[src/rtl/mult_pkg.sv]
// Shared constants and helpers for the times-table arbiter slice.
// The times-table memory is 64 x 6-bit, addressed by {a, b}.
package mult_pkg;

  localparam int unsigned OP_W   = 3;
  localparam int unsigned ADDR_W = 6;
  localparam int unsigned RES_W  = 6;
  localparam int unsigned N_REQ  = 2;

  // Which requester wins when both ask in the same cycle.
  typedef enum logic {
    PriReq0 = 1'b0,
    PriReq1 = 1'b1
  } pri_e;

  // Memory address for operand pair (a, b): a*8 + b.
  function automatic logic [ADDR_W-1:0] mk_addr(input logic [OP_W-1:0] a,
                                                input logic [OP_W-1:0] b);
    return {a, b};
  endfunction

endpackage

[src/rtl/rr_arb2.sv]
// Two-input round-robin arbiter: combinational grant, registered priority pointer.
// After any grant the pointer moves to the requester that was not granted.
module rr_arb2
  import mult_pkg::*;
(
  input  logic clk_i,
  input  logic rst_i,
  input  logic req0_i,
  input  logic req1_i,
  output logic gnt0_o,
  output logic gnt1_o
);

  pri_e pri_q, pri_d;

  always_comb begin
    gnt0_o = 1'b0;
    gnt1_o = 1'b0;
    pri_d  = pri_q;

    // Reset suppresses grants so no operand is consumed on a reset edge.
    if (!rst_i) begin
      if (pri_q == PriReq0) begin
        gnt0_o = req0_i;
        gnt1_o = req1_i & ~req0_i;
      end else begin
        gnt1_o = req1_i;
        gnt0_o = req0_i & ~req1_i;
      end
    end

    if (gnt0_o) begin
      pri_d = PriReq1;
    end else if (gnt1_o) begin
      pri_d = PriReq0;
    end
  end

  always_ff @(posedge clk_i) begin
    if (rst_i) begin
      pri_q <= PriReq0;
    end else begin
      pri_q <= pri_d;
    end
  end

endmodule

[src/rtl/mult_arbiter.sv]
// Shares the times-table memory between two requesters: round-robin grant, registered
// issue of mem_en/mem_addr, and a latency-matched tag pipeline returning tagged products.
module mult_arbiter
  import mult_pkg::*;
#(
  parameter int unsigned READ_LATENCY = 1
) (
  input  logic              clk,
  input  logic              rst,
  input  logic              req0,
  input  logic [OP_W-1:0]   a0,
  input  logic [OP_W-1:0]   b0,
  output logic              gnt0,
  input  logic              req1,
  input  logic [OP_W-1:0]   a1,
  input  logic [OP_W-1:0]   b1,
  output logic              gnt1,
  output logic              mem_en,
  output logic [ADDR_W-1:0] mem_addr,
  input  logic [RES_W-1:0]  mem_dout,
  output logic [RES_W-1:0]  result,
  output logic              result_valid,
  output logic              result_id,
  output logic              busy
);

  // Final tag stage lines up with the edge at which mem_dout holds the read data.
  localparam int unsigned Last = READ_LATENCY;

  logic [N_REQ-1:0]  gnt;
  logic              issue;

  logic              mem_en_q, mem_en_d;
  logic [ADDR_W-1:0] mem_addr_q, mem_addr_d;
  logic [Last:0]     vld_q, vld_d;
  logic [Last:0]     id_q, id_d;
  logic [RES_W-1:0]  result_q, result_d;
  logic              result_valid_q, result_valid_d;
  logic              result_id_q, result_id_d;

  rr_arb2 u_arb (
    .clk_i  (clk),
    .rst_i  (rst),
    .req0_i (req0),
    .req1_i (req1),
    .gnt0_o (gnt0),
    .gnt1_o (gnt1)
  );

  assign gnt   = {gnt1, gnt0};
  assign issue = |gnt;

  always_comb begin
    mem_en_d   = issue;
    mem_addr_d = mem_addr_q;
    if (gnt0) begin
      mem_addr_d = mk_addr(a0, b0);
    end else if (gnt1) begin
      mem_addr_d = mk_addr(a1, b1);
    end

    vld_d = {vld_q[Last-1:0], issue};
    id_d  = {id_q[Last-1:0], gnt1};

    result_valid_d = vld_q[Last];
    result_d       = result_q;
    result_id_d    = result_id_q;
    if (vld_q[Last]) begin
      result_d    = mem_dout;
      result_id_d = id_q[Last];
    end
  end

  always_ff @(posedge clk) begin
    if (rst) begin
      mem_en_q       <= 1'b0;
      mem_addr_q     <= '0;
      vld_q          <= '0;
      id_q           <= '0;
      result_q       <= '0;
      result_valid_q <= 1'b0;
      result_id_q    <= 1'b0;
    end else begin
      mem_en_q       <= mem_en_d;
      mem_addr_q     <= mem_addr_d;
      vld_q          <= vld_d;
      id_q           <= id_d;
      result_q       <= result_d;
      result_valid_q <= result_valid_d;
      result_id_q    <= result_id_d;
    end
  end

  assign mem_en       = mem_en_q;
  assign mem_addr     = mem_addr_q;
  assign result       = result_q;
  assign result_valid = result_valid_q;
  assign result_id    = result_id_q;
  assign busy         = mem_en_q | (|vld_q);

endmodule

[config.mk]
export PLATFORM = sky130hd
export DESIGN_NAME = mult_arbiter
export DESIGN_NICKNAME = d
export VERILOG_FILES = /design/src/rtl/mult_pkg.sv /design/src/rtl/rr_arb2.sv /design/src/rtl/mult_arbiter.sv
export SDC_FILE = /design/constraint.sdc
export NUM_CORES = 1
export LEC_CHECK = 0
export ABC_CLOCK_PERIOD_IN_PS = 1100
export BUFFER_PORTS_ARGS = -buffer_cell sky130_fd_sc_hd__buf_2
export CAP_MARGIN = 30
export CORE_MARGIN = 3
export CORE_UTILIZATION = 37
export CTS_CLUSTER_DIAMETER = 150
export CTS_CLUSTER_SIZE = 24
export DETAILED_ROUTE_END_ITERATION = 8
export PLACE_DENSITY = 0.71
export SLEW_MARGIN = 5
export SYNTH_ARGS = -nofsm -noshare
export SYNTH_HDL_FRONTEND = slang
export SYNTH_SLANG_ARGS = --single-unit
[constraint.sdc]
create_clock -name clk -period 1.1 [get_ports clk]
set_input_delay 0.22 -clock clk [delete_from_list [all_inputs] [get_ports clk]]
set_output_delay 0.22 -clock clk [all_outputs]
set_load 0.03 [all_outputs]
## Word level (Yosys, flattened, before mapping)

Cells that the tools add are included.

- Register bits: 20
- Bits in read-only memories: 0
- Bits in latches: 0
- Input port bits: 22
- RAM bits: 0
- Memories kept: 0

- Magnitude comparators: 0
- Shifts and indexed selects: 0
- Reductions and logical operators: 3
- Div/mod/pow operators: 0
- Bitwise operators: 5
- Equal/unequal tests: 0
- Add/sub/neg operators: 0
- Multipliers: 0
- Muxes and demuxes: 8

Operators with widths:

| operator | number |
|---|---|
| $mux W6 | 2 |
| $mux W1 | 6 |
| $reduce_or A2 Y1 | 2 |
| $and A1 B1 Y1 | 2 |
| $not A1 Y1 | 2 |
| $reduce_bool A2 Y1 | 1 |
| $or A1 B1 Y1 | 1 |

## Depth between registers and ports, before layout

- Depth in word-level cells: 6
- Mapped depth: 4
- Mapped depth without buffers: 3

## By module

Synthesis repeated with hierarchy kept, for this count alone.

- Cells, all modules: 68
- Area, all modules: 729.4 µm²

Modules (own cells, without submodules):

| module | sequential area each (µm²) | area each (µm²) | instances | cells each |
|---|---|---|---|---|
| mult_arbiter | 360.3 | 668.1 | 1 | 62 |
| rr_arb2 | 20.0 | 61.3 | 1 | 6 |

## Worst setup path after synthesis

No wires, ideal clock.

- Kind: input-to-output
- Start: input rst
- End: output gnt1
- Required time: 0.880 ns
- Arrival time: 1.081 ns
- Setup slack: -0.201 ns
- Stages on the path: 3
- Path through: clkbuf_1 buf_1 nor3b_2

- Word-level cells in the longest chain between the ends: 1

RTL lines:

| item | RTL line | RTL |
|---|---|---|
| start, declared | mult_arbiter.sv:9 | `input logic rst,` |
| $mux W1 | rr_arb2.sv:22 | `if (!rst_i) begin` |
| end, declared | mult_arbiter.sv:17 | `output logic gnt1,` |

No other way between the ends.

## Final worst setup path

- Start: register u_arb.pri_q
- End: output gnt1

- Word-level cells in the longest chain between the ends: 2

RTL lines:

| item | RTL line | RTL |
|---|---|---|
| start, declared | rr_arb2.sv:14 | `pri_e pri_q, pri_d;` |
| start signal, assigned | rr_arb2.sv:41 | `pri_q <= PriReq0;` |
| start signal, assigned | rr_arb2.sv:43 | `pri_q <= pri_d;` |
| $mux W1 | rr_arb2.sv:23 | `if (pri_q == PriReq0) begin` |
| $mux W1 | rr_arb2.sv:22 |  |

No other way between the ends.

==> run_results.csv <==
group,metric,value,unit
synthesis,synth_nets,92,
global_routing,gr-total-overflow,0,
setup_path,crit_arrival,1.07,ns
synthesis,ys_ff_latch,19,
global_routing,grt_max_degree,11,
timing,min_period,1.29,ns
route,routed_wl,1.90,mm
die,row_count,15,
run,maxCapViolations,0,
clock_tree,cts.path.max_buffers,2,
die,die_h,50.9,microns
die,io_pins,40,
synthesis,synth_fa_ha_area_share,0,%
synthesis,synth-compound-area-share,16.4,%
synthesis,synth_cell_type_count,18,
clock_tree,cts_tree,"built",
cells_and_area,drive_gt1_share,57.5,%
clock_tree,cts_hold_buf,0,
timing,setup_ws,-0.192,ns
synthesis,yosysWarnings,0,
route,drt_iter0_drc,11,
timing,clock.fmax,0.774,GHz
route,drc,0,
timing,skew,0.00263,ns
power_and_ir_drop,peakVddDrop,845,uV
synthesis,netlist_instances,70,
outcome,violations,"negative setup slack",
route,firstDrtPassIters,4,
setup_path,slowest_stage,"dfxtp_4",
cells_and_area,final_common_cell,"buf_2",
timing,timing.slew.headroom,55.0,%
setup_path,criticalPathCategory,"reg2out",
setup_path,cp_max_fo,3,
route,viasPerCell,4.78,
cells_and_area,diodes,0,
clock_tree,numClockSinks,19,
setup_path,cp.required,0.88,ns
synthesis,synth_top_family_by_area,"compound AO/OA/AOI/OAI gates",
cells_and_area,utilization,66.5,%
synthesis,ys_seq_area_share,51.0,%
place,dpl.hpwl,1.33,mm
setup_path,critPathLaunchType,"register",
cells_and_area,fin_nets,143,
outcome,status,"finished with violations",
synthesis,yosys.area_share.simple,16.4,%
timing,fin_crit_sh,117,%
global_routing,grt_first_pass_wirelength,3.06,mm
timing,rsz0062_at_grt,"yes",
route,via_count,693,
cells_and_area,stdcell_area,0.00121,sq mm
route,postRouteAntennaNets,0,
setup_path,slowest_delay,0.38,ns
power_and_ir_drop,total_power,1.47,mW
cells_and_area,final_cell_mix,"30 x buf_2, 16 x dfxtp_1, 14 x buf_4",
clock_tree,htree_levels,1,
place,place_congestion,0.780,
place,dpl-instance-area,0.00101,sq mm
die,coreArea,0.00182,sq mm
global_routing,grtUsageTotal,15.7,%
clock_tree,clkLatencyLatePin,0.30,ns
setup_path,path_cells,"nor2b_2 > nor3b_4 > buf_6",
min_path,hold_path.class,"in2reg",
power_and_ir_drop,p_leak,0.562,nW
synthesis,synth.avg_cell_area,10.7,sq um
setup_path,critPathCaptureType,"primary output",
timing,worst_slew_pin_slew,0.670,ns
cells_and_area,fillCellCount,146,
timing,setup_viol,9,
power_and_ir_drop,p_per_area,1220,mW/mm^2
die,die_w,50.9,microns
route,wl_per_cell,13.1,microns
place,portBuffers,39,
die,die_area,0.00259,sq mm
synthesis,synth_area,746,sq um
clock_tree,cts_buffers,3,
synthesis,synth_mux_area_share,9.40,%
global_routing,grt_pass1_vias,685,
timing,whs,0.145,ns
clock_tree,root_buffer,"clkbuf_4",
die,start_util,41.0,%
timing,drv_slew,0,
synthesis,synth_xor_area_share,0,%
global_routing,antenna_found_initial,0,
timing,timing_hold_violations_final,0,
cells_and_area,areaGrowthSynthToFinish,62.2,%
clock_tree,path_clk_slew,0.11,ns
## final timing paths
kind	start	end	slack, ns	cells past startpoint
worst max-delay path	u_arb.pri_q$_SDFFE_PP0P_	gnt1	-0.19	3
worst min-delay path	a0[0]	mem_addr[3]$_SDFFE_PP0P_	0.14	2
worst max register to register	u_arb.pri_q$_SDFFE_PP0P_	mem_addr[5]$_SDFFE_PP0P_	-0.09	4
worst min register to register	id_q[0]$_SDFF_PP0_	id_q[1]$_SDFF_PP0_	0.45	1
## critical path: cells and delay by family (launching register included)
family | cells | cell delay [ns]
flops | 1 | 0.38
simple gates | 2 | 0.24
buf+inv | 1 | 0.16
## what timing repair did
item / in CTS / in global routing
pin swaps: 9 / 0
setup buffers: 4 / 1
gates resized for setup: 25 / 14
setup endpoints to repair: 9 / 15
## per-layer routing
metal / wire [microns] / part of all wire, % / up-vias / track usage (%)
li1: - / - / 349 / -
met1: 763 / 40 / 319 / 18.4
met2: 996 / 52 / 17 / 24.8
met3: 78 / 4.1 / 8 / 4.96
met4: 60 / 3.2 / 0 / 9.87
met5: 0 / 0 / - / 0
## registers in the layout (all words and copies together), names as in the netlist
name and flops:
id_q 2, u_arb.pri_q 1, mem_addr 6, result 6
result_valid 1, result_id 1, vld_q 2
## per-stage QoR
step                worst slack, ns  setup TNS (ns)  std cells
floorplan                   -0.0661          -0.432         70
global placement            -0.0729          -0.485        137
detailed placement           -0.133          -0.818        137
CTS                          -0.198          -0.838        145
global route                 -0.231           -1.26        145
finish                       -0.192          -0.953        145
## Yosys cell counts
cell	count	area share, %
a2111oi_0	6	7.0
nand2_2	1	0.84
buf_1	1	0.50
dfxtp_1	19	51
and2b_2	1	1.2
mux2i_1	7	9.4
nor2b_1	4	3.4
buf_2	1	0.67
buf_6	1	1.5
nor3b_2	2	3.4
nor3_1	1	0.67
clkbuf_1	2	1.0
inv_1	6	3.0
nor2_1	9	4.5
and3b_4	1	1.7
or2_1	1	0.84
o21ba_1	1	1.3
a221o_1	6	8.1
## cell type report
class	instances	area [sq um]	area share (%)
multi-input cells	40	417	34.4
flip-flops and latches	19	387	32.0
repair buffers	51	327	27.0
well taps	25	31.3	2.59
clock buffers	4	26.3	2.17
inverters	6	22.5	1.86
## cells by family after synthesis
logic type | after synthesis
AOI/OAI and AO/OA | 13
and+or+nand+nor | 20
muxes | 7
DFF | 19
buffers and inverters | 11
## power breakdown
group	internal, mW	switching (mW)
Combinational	0.167	0.204
Sequential	0.730	0.0214
Clock	0.141	0.211
Total	1.04	0.436
Power figures use the tool's default switching activity.
